`config.mk`:
```
export PLATFORM = sky130hd
export DESIGN_NAME = fp_regfile_sb
export DESIGN_NICKNAME = d
export VERILOG_FILES = /design/src/rtl/fp_regfile_sb.sv
export SDC_FILE = /design/constraint.sdc
export NUM_CORES = 2
export LEC_CHECK = 0
export CAP_MARGIN = 20
export CORE_MARGIN = 1
export CORE_UTILIZATION = 55
export CTS_BUF_LIST = sky130_fd_sc_hd__clkbuf_8
export DETAILED_ROUTE_END_ITERATION = 7
export PLACE_DENSITY = 0.72
export RECOVER_POWER = 50
export SLEW_MARGIN = 0
export SYNTH_ARGS = -nofsm -noshare
export SYNTH_HDL_FRONTEND = slang
export SYNTH_SLANG_ARGS = --single-unit
```
`constraint.sdc`:
```
create_clock -name Clk -period 6.5 [get_ports Clk]
set_input_delay 0.65 -clock Clk [delete_from_list [all_inputs] [get_ports Clk]]
set_output_delay 0.65 -clock Clk [all_outputs]
set_load 0.1 [all_outputs]
```
`src/rtl/fp_regfile_sb.sv`:
```
// Floating-point register file with three read ports, NaN-boxing of single-precision
// writebacks, write-to-read bypass and a per-register pending scoreboard.
module fp_regfile_sb #(
  parameter int unsigned FLEN       = 64,
  parameter int unsigned ADDR_WIDTH = 5
) (
  input  logic                  Clk,
  input  logic                  Rst_n,
  input  logic [ADDR_WIDTH-1:0] addr_A,
  input  logic [ADDR_WIDTH-1:0] addr_B,
  input  logic [ADDR_WIDTH-1:0] addr_C,
  output logic [FLEN-1:0]       data_outA,
  output logic [FLEN-1:0]       data_outB,
  output logic [FLEN-1:0]       data_outC,
  output logic                  busy_A,
  output logic                  busy_B,
  output logic                  busy_C,
  input  logic                  write_En,
  input  logic [ADDR_WIDTH-1:0] writeAddr,
  input  logic [FLEN-1:0]       data_in,
  input  logic                  write_Single,
  input  logic                  issue_En,
  input  logic [ADDR_WIDTH-1:0] issueAddr,
  input  logic                  flush,
  output logic [ADDR_WIDTH:0]   pending_count
);

  localparam int unsigned NumRegs = 2 ** ADDR_WIDTH;

  logic [FLEN-1:0]     regs_q [NumRegs];
  logic [FLEN-1:0]     regs_d [NumRegs];
  logic [NumRegs-1:0]  pending_q, pending_d;
  logic [ADDR_WIDTH:0] count_q, count_d;
  logic [FLEN-1:0]     wdata;

  // Single-precision results are NaN-boxed only when the register is wider than 32 bits.
  if (FLEN > 32) begin : g_box
    assign wdata = write_Single ? {{(FLEN - 32){1'b1}}, data_in[31:0]} : data_in;
  end else begin : g_nobox
    logic unused_single;
    assign unused_single = write_Single;
    assign wdata         = data_in;
  end

  // Read ports with same-cycle bypass from the writeback.
  always_comb begin
    data_outA = regs_q[addr_A];
    data_outB = regs_q[addr_B];
    data_outC = regs_q[addr_C];
    if (write_En && (writeAddr == addr_A)) data_outA = wdata;
    if (write_En && (writeAddr == addr_B)) data_outB = wdata;
    if (write_En && (writeAddr == addr_C)) data_outC = wdata;
  end

  // A writeback in flight releases its consumer in the same cycle.
  always_comb begin
    busy_A = pending_q[addr_A] & ~(write_En && (writeAddr == addr_A));
    busy_B = pending_q[addr_B] & ~(write_En && (writeAddr == addr_B));
    busy_C = pending_q[addr_C] & ~(write_En && (writeAddr == addr_C));
  end

  // Next array contents: only the written register changes.
  always_comb begin
    for (int i = 0; i < NumRegs; i++) begin
      regs_d[i] = regs_q[i];
    end
    if (write_En) regs_d[writeAddr] = wdata;
  end

  // Scoreboard update: flush beats issue, issue beats a same-cycle writeback clear.
  always_comb begin
    pending_d = pending_q;
    if (flush) begin
      pending_d = '0;
    end else begin
      if (write_En) pending_d[writeAddr] = 1'b0;
      if (issue_En) pending_d[issueAddr] = 1'b1;
    end
  end

  // Popcount of the post-update vector so the registered count tracks the visible bits.
  always_comb begin
    count_d = '0;
    for (int i = 0; i < NumRegs; i++) begin
      count_d = count_d + {{ADDR_WIDTH{1'b0}}, pending_d[i]};
    end
  end

  // State registers.
  always_ff @(posedge Clk or negedge Rst_n) begin
    if (!Rst_n) begin
      for (int i = 0; i < NumRegs; i++) begin
        regs_q[i] <= '0;
      end
      pending_q <= '0;
      count_q   <= '0;
    end else begin
      for (int i = 0; i < NumRegs; i++) begin
        regs_q[i] <= regs_d[i];
      end
      pending_q <= pending_d;
      count_q   <= count_d;
    end
  end

  assign pending_count = count_q;

endmodule

```
Word-level counts from Yosys, hierarchy flattened
Index checks and enable logic that the tools add are counted.
W data, S select, Z words.
Storage, ports and cells
  flip-flop bits (word level): 2086
  input bits: 95
  output and inout bits: 201
  logic and storage cells: 129
Cells by class
  $add $sub $neg: 31
  magnitude comparators: 12
  equal/unequal tests: 3
  multiplexer cells: 30
  bitwise gates (word level): 13
  reductions and logical operators: 6
Operators with widths (count)
  $bwmux W2048: 1
  $bmux W64 S5: 3
  $mux W64: 11
  $demux W64 S5: 1
  $add A6 B1 Y6: 26
  $mux W32: 4
  $and A32 B32 Y32: 1
  $not A32 Y32: 1
  $or A32 B32 Y32: 1
  $lt A5 B6 Y1 const B: 5
  $ge A6 B6 Y1 const B: 4
  $not A5 Y6: 4
  $bmux W1 S5: 3
  $eq A5 B5 Y1: 3
  $demux W1 S5: 2
  $ge A5 B1 Y1 const B: 2
  $add A5 B1 Y6: 1
  $logic_and A1 B1 Y1: 6
  $lt A6 B1 Y1 const B: 1
  $add A4 B1 Y5: 1
  $mux W1: 5
  $add A3 B1 Y4: 1
  $add A2 B1 Y3: 1
  $and A1 B1 Y1: 3
  2 further kinds: 4

Depth between registers and ports, before layout
  word-level depth: 42
  mapped depth: 22
  mapped depth without buffers: 19

Worst setup path after synthesis
Ideal clock, no wire load.
  path type: input -> register
  start: input port writeAddr[0]
  end: register count_q[4] (netlist: pending_count[4])
  library setup time: 0.123 ns
  arrival: 5.743 ns
  required time: 6.377 ns
  slack: 0.635 ns
  stages: 21
  path buffers: 3
  path through: buf_2 -> and3_1 -> clkbuf_1 -> nand2_1 -> clkbuf_1 -> nand2_1 -> a21o_1 -> fa_1 -> fa_1 -> fa_1 -> fa_1 -> fa_1 -> inv_1 -> fa_1 -> ha_1 -> inv_1 -> fa_1 -> inv_1 -> a21o_1 -> a21oi_1 -> xnor2_1
Between the ends
  cells in the longest elaborated chain, start to end: 42
  elaborated cells on any way between the ends: 43
  those cells by class: add/sub: 31; order compare: 2; mux: 6; bitwise: 3; reduce/logical: 1
RTL lines
  start, declared: line 19  | input logic [ADDR_WIDTH-1:0] writeAddr,
  $lt A5 B6 Y1 (implied by the code) or $ge A5 B1 Y1 (tied branches): line 76  | if (write_En) pending_d[writeAddr] = 1'b0;
  $logic_and A1 B1 Y1 (implied by the code): line 76
  $mux W1 (implied by the code): line 76
  $demux W1 S5 (*): line 76
  $not A32 Y32 (no line) (*)
  $and A32 B32 Y32 (no line) (*)
  $mux W32 (*): line 76
  $mux W32 (*): line 73  | if (flush) begin
  [3 not listed]
  $add A1 B1 Y2: line 85  | count_d = count_d + {{ADDR_WIDTH{1'b0}}, pending_d[i]};
  $add A2 B1 Y3: line 85
  $add A3 B1 Y4: line 85
  $add A4 B1 Y5: line 85
  $add A5 B1 Y6: line 85
  $add A6 B1 Y6 (25 in series): line 85
  $add A6 B1 Y6 (*): line 85
  named net count_d[4]: line 33  | logic [ADDR_WIDTH:0] count_q, count_d;
  end signal, assigned: line 102  | count_q <= count_d;
  end, declared: line 33
Mark *: on every way through the listed nets, which the timed path passes. The rest lies on a longest branch. The select of a mux whose other input is x is not followed.
A chain may end at the register's enable or synchronous reset.

Final worst setup path
  start: input port writeAddr[1]
  end: register regs_q[1562] (netlist name)
Between the ends
  cells in the longest elaborated chain, start to end: 6
  elaborated cells on any way between the ends: 7
  those cells by class: order compare: 2; mux: 3; bitwise: 1; reduce/logical: 1
RTL lines
  $not A5 Y6 (implied by the code) (*): line 67  | if (write_En) regs_d[writeAddr] = wdata;
  $ge A6 B6 Y1 (implied by the code) or $lt A6 B1 Y1 (tied branches): line 67
  $logic_and A1 B1 Y1 (implied by the code): line 67
  $mux W64 (implied by the code): line 67
  $demux W64 S5 (*): line 67
  $bwmux W2048 (*): line 67
  end signal, assigned by index: line 99  | regs_q[i] <= regs_d[i];
  end, declared: line 30  | logic [FLEN-1:0] regs_q [NumRegs];
Mark *: on every way between the ends. The rest lies on a longest branch, timed or not.

==> impl_results.md <==
* Total number of vias at 106884
* CTS root buf: clkbuf_8
* Layout cells sized above 1 at 35.2%
* Rel. slew slack at -274%
* Cell variety after synth at 75
* Post-route ant nets at 0
* Status: finished, violations left
* H-tree depth at 5
* Drt drc at 0
* Area of the core at 233000 um2
* Tcrit/Tclk final at 95.1%
* Met2 WL at 216000 um
* Clock Tree Buf Depth at 4
* Cells after DPL at roughly 13000
* M1 wire length at 172000 um
* Worst EP required at about 7.5 ns
* Failing checks: capacitance limit, slew limit
* Clock power frac at 28.1%
* Async set-reset flop share out of synthesis at 100%
* Port bufs at approximately 300
* Max Fclk at 162 MHz
* Skew-Pair Late Insertion Delay at 1.16 ns
* Largest net degree at the start of global routing at approximately 190
* Layout Nets at 10639
* P_int at 29.5 mW
* CP endpoint kind: flip-flop
* PD cells at between 300 and 400 nW/um2
* Pre-Repair DR Iteration Count at 7
* Final setup TNS at 0 ns
* Sequential fraction of design power at roughly 40%
* Clock-pin slew on the worst setup and hold paths at 0.06 ns
* I/O pin cnt at 296
* Post-synth EDFFs at 0
* TritonCTS buffer count at 370
* Non-Filler Instances at 13950
* Row count at 177
* Slew @ Worst Pin at between 5 and 6 ns
* Hold slack at 0.236 ns
* Final Setup Violations at 0
* Synth Flop Type: dfrtp_1
* Final core utilization at 61.6%
* WS Path Type: in2reg
* Syn-to-layout area delta at 10.9%
* Post-layout minimum cycle time at about 6.2 ns
* DRT iter0 DRCs at 17210
* Vias in the first global route at 104711
* RSZ-0062 raised after global routing: no
* Register area share after synthesis at about 40%
* Crit path DAT at 7.21 ns
* Global-route wire length before repair at around 750000 um
* Mean routed wirelength per cell at 37.5 um
* Min-Delay Path Class: in2reg
* Post-CTS Setup Inserts at 0
* Mean Syn Cell Area at 12.3 um2
* Commonest cells after routing, fill and taps aside: dfrtp_1 (2086), mux4_2 (1352), mux2_2 (1171), nand2_1 (967), nor2_1 (658)
* Die X-Extent at 487 um
* Final Hold Viols at 0
* Die area at 238000 um2
* Synthesized instance count at 10575
* Max-slew violations at 1518
* Detailed Place HPWL at 315000 um
* CTS Sinks at 2086
* Sw Pwr at roughly 16 mW
* DRT Wirelength at 523000 um
* Chip Height at 487 um
* GR Overflow Total at 0
* Sw Ratio at a little over a third
* Worst Skew at 0.0326 ns
* Combinational Power Share at 31.2%
* Highest Signal Layer: met5
* Post-Syn Nets at roughly 11000
* DR vias/cell at 7.66
* Antenna violations before repair at 43
* Critical Path Source Type: input port
* Peak fanout along the critical path at 58
* Initial core utilization at 55.5%
* MaxCap Viol Count at 33
* Met3 wire len at 84100 um
* Total power at 45.8 mW
* Max VDD drop at 230 uV
* Leak pwr at 60.8 nW
* GP Congestion at 0.980
* CTS tree: built
* Synthesized cell area at 130000 um2
* YS warnings at 0
* Yosys reg bits at 2086
* Most common library cell in the layout ignoring fill and taps: dfrtp_1
* Tot GR Track Use at around 44%
-- final timing paths --
path / startpoint / slack [ns] / end / cells after the start
min in group asynchronous: Rst_n / 1.55 / regs_q[1637]$_DFFE_PN0P_ / 2
worst min-delay path: data_in[22] / 0.24 / regs_q[1174]$_DFFE_PN0P_ / 2
worst max register to register: pending_q[27]$_DFF_PN0_ / 1.50 / pending_count[4]$_DFF_PN0_ / 17
worst max-delay path: writeAddr[1] / 0.32 / regs_q[1562]$_DFFE_PN0P_ / 8
max in group asynchronous: Rst_n / 1.62 / regs_q[1662]$_DFFE_PN0P_ / 4
worst min register to register: regs_q[1639]$_DFFE_PN0P_ / 0.52 / regs_q[1639]$_DFFE_PN0P_ / 2
-- cell usage after synthesis, drive strengths merged, types with 12 or more instances --
cell type / count / share of area (%)
dfrtp: 2086 / 40
mux2i: 600 / 4.6
buf: 554 / 2.5
mux2: 1213 / 11
and3: 12 / 0.058
a21oi: 604 / 2.3
xnor2: 14 / 0.095
a211oi: 55 / 0.32
clkbuf: 615 / 1.8
nand4: 12 / 0.058
a21o: 18 / 0.10
nor3b: 45 / 0.26
fa: 24 / 0.37
a221o: 14 / 0.11
o22ai: 98 / 0.47
mux4: 1355 / 24
inv: 56 / 0.16
nand3: 92 / 0.36
a221oi: 66 / 0.45
and2: 20 / 0.097
o211ai: 64 / 0.37
nand2: 983 / 2.8
o21ai: 673 / 2.6
a2111oi: 20 / 0.14
a31oi: 114 / 0.55
o221ai: 175 / 1.2
a22oi: 41 / 0.24
a32oi: 26 / 0.18
nor3: 25 / 0.097
a211o: 19 / 0.13
nor2: 706 / 2.0
nor2b: 37 / 0.18
or2: 20 / 0.097
-- critical path: stages --
cell and delay [ns]:
dlygate4sd3_1 0.59, buf_12 0.19, and3_1 0.20, clkbuf_1 0.20, nand2_4 0.10, clkbuf_1 3.50
buf_4 1.24, mux2_2 0.42
-- sequential cells by signal, summed over array words and instances (netlist names) --
name and count:
pending_q 32, pending_count 6, regs_q 2048
-- routing by layer --
layer,up-vias,global-route usage [%]
met5,-,0
met4,36,35.5
met3,2736,19.7
met2,9823,59.8
met1,53911,53.7
li1,40378,-
-- cell type report --
class	instances	area, um2
fillers	17743	89700
multi-input cells	7261	71900
flip-flops and latches	2086	52200
repair buffers	735	7760
clock buffers	483	6650
well taps	3132	3920
clock inverters	153	927
inverters	59	241
diodes	41	103
-- what timing repair did --
action | in CTS | in global routing
hold buffers | 1 | 0
hold endpoints to repair | 117 | 0
gates resized for setup | 0 | 0
-- through the flow --
stage	worst slack [ns]	cell area [um2]
detailed placement	0.176	136000
global placement	0.0939	136000
global route	0.615	144000
floorplan	0.635	130000
finish	0.320	144000
CTS	1.30	144000
-- power groups by stage --
| stage | Sequential (mW) | Clock [mW] | Combinational (mW) |
|---|---|---|---|
| final | 18.6 | 12.9 | 14.3 |
| after global routing | 18.9 | 13.4 | 14.8 |
| after CTS | 18.4 | 12.8 | 13.9 |
| after detailed placement | 18.6 | 0 | 13.9 |
| after global placement | 18.2 | 0 | 13.5 |
| after floorplan | 17.7 | 0 | 10.3 |
-- kinds of logic after synthesis --
kind of cell             synth area share (%)
flip-flops                               40.3
AND/OR/NAND/NOR                          6.27
buffers and inverters                    4.49
XOR/XNOR                                0.122
adder cells (fa/ha/maj)                 0.438
AO/OA/AOI/OAI                            9.66
multiplexers                             38.7
Note: power is estimated with default switching activity, not from simulation.
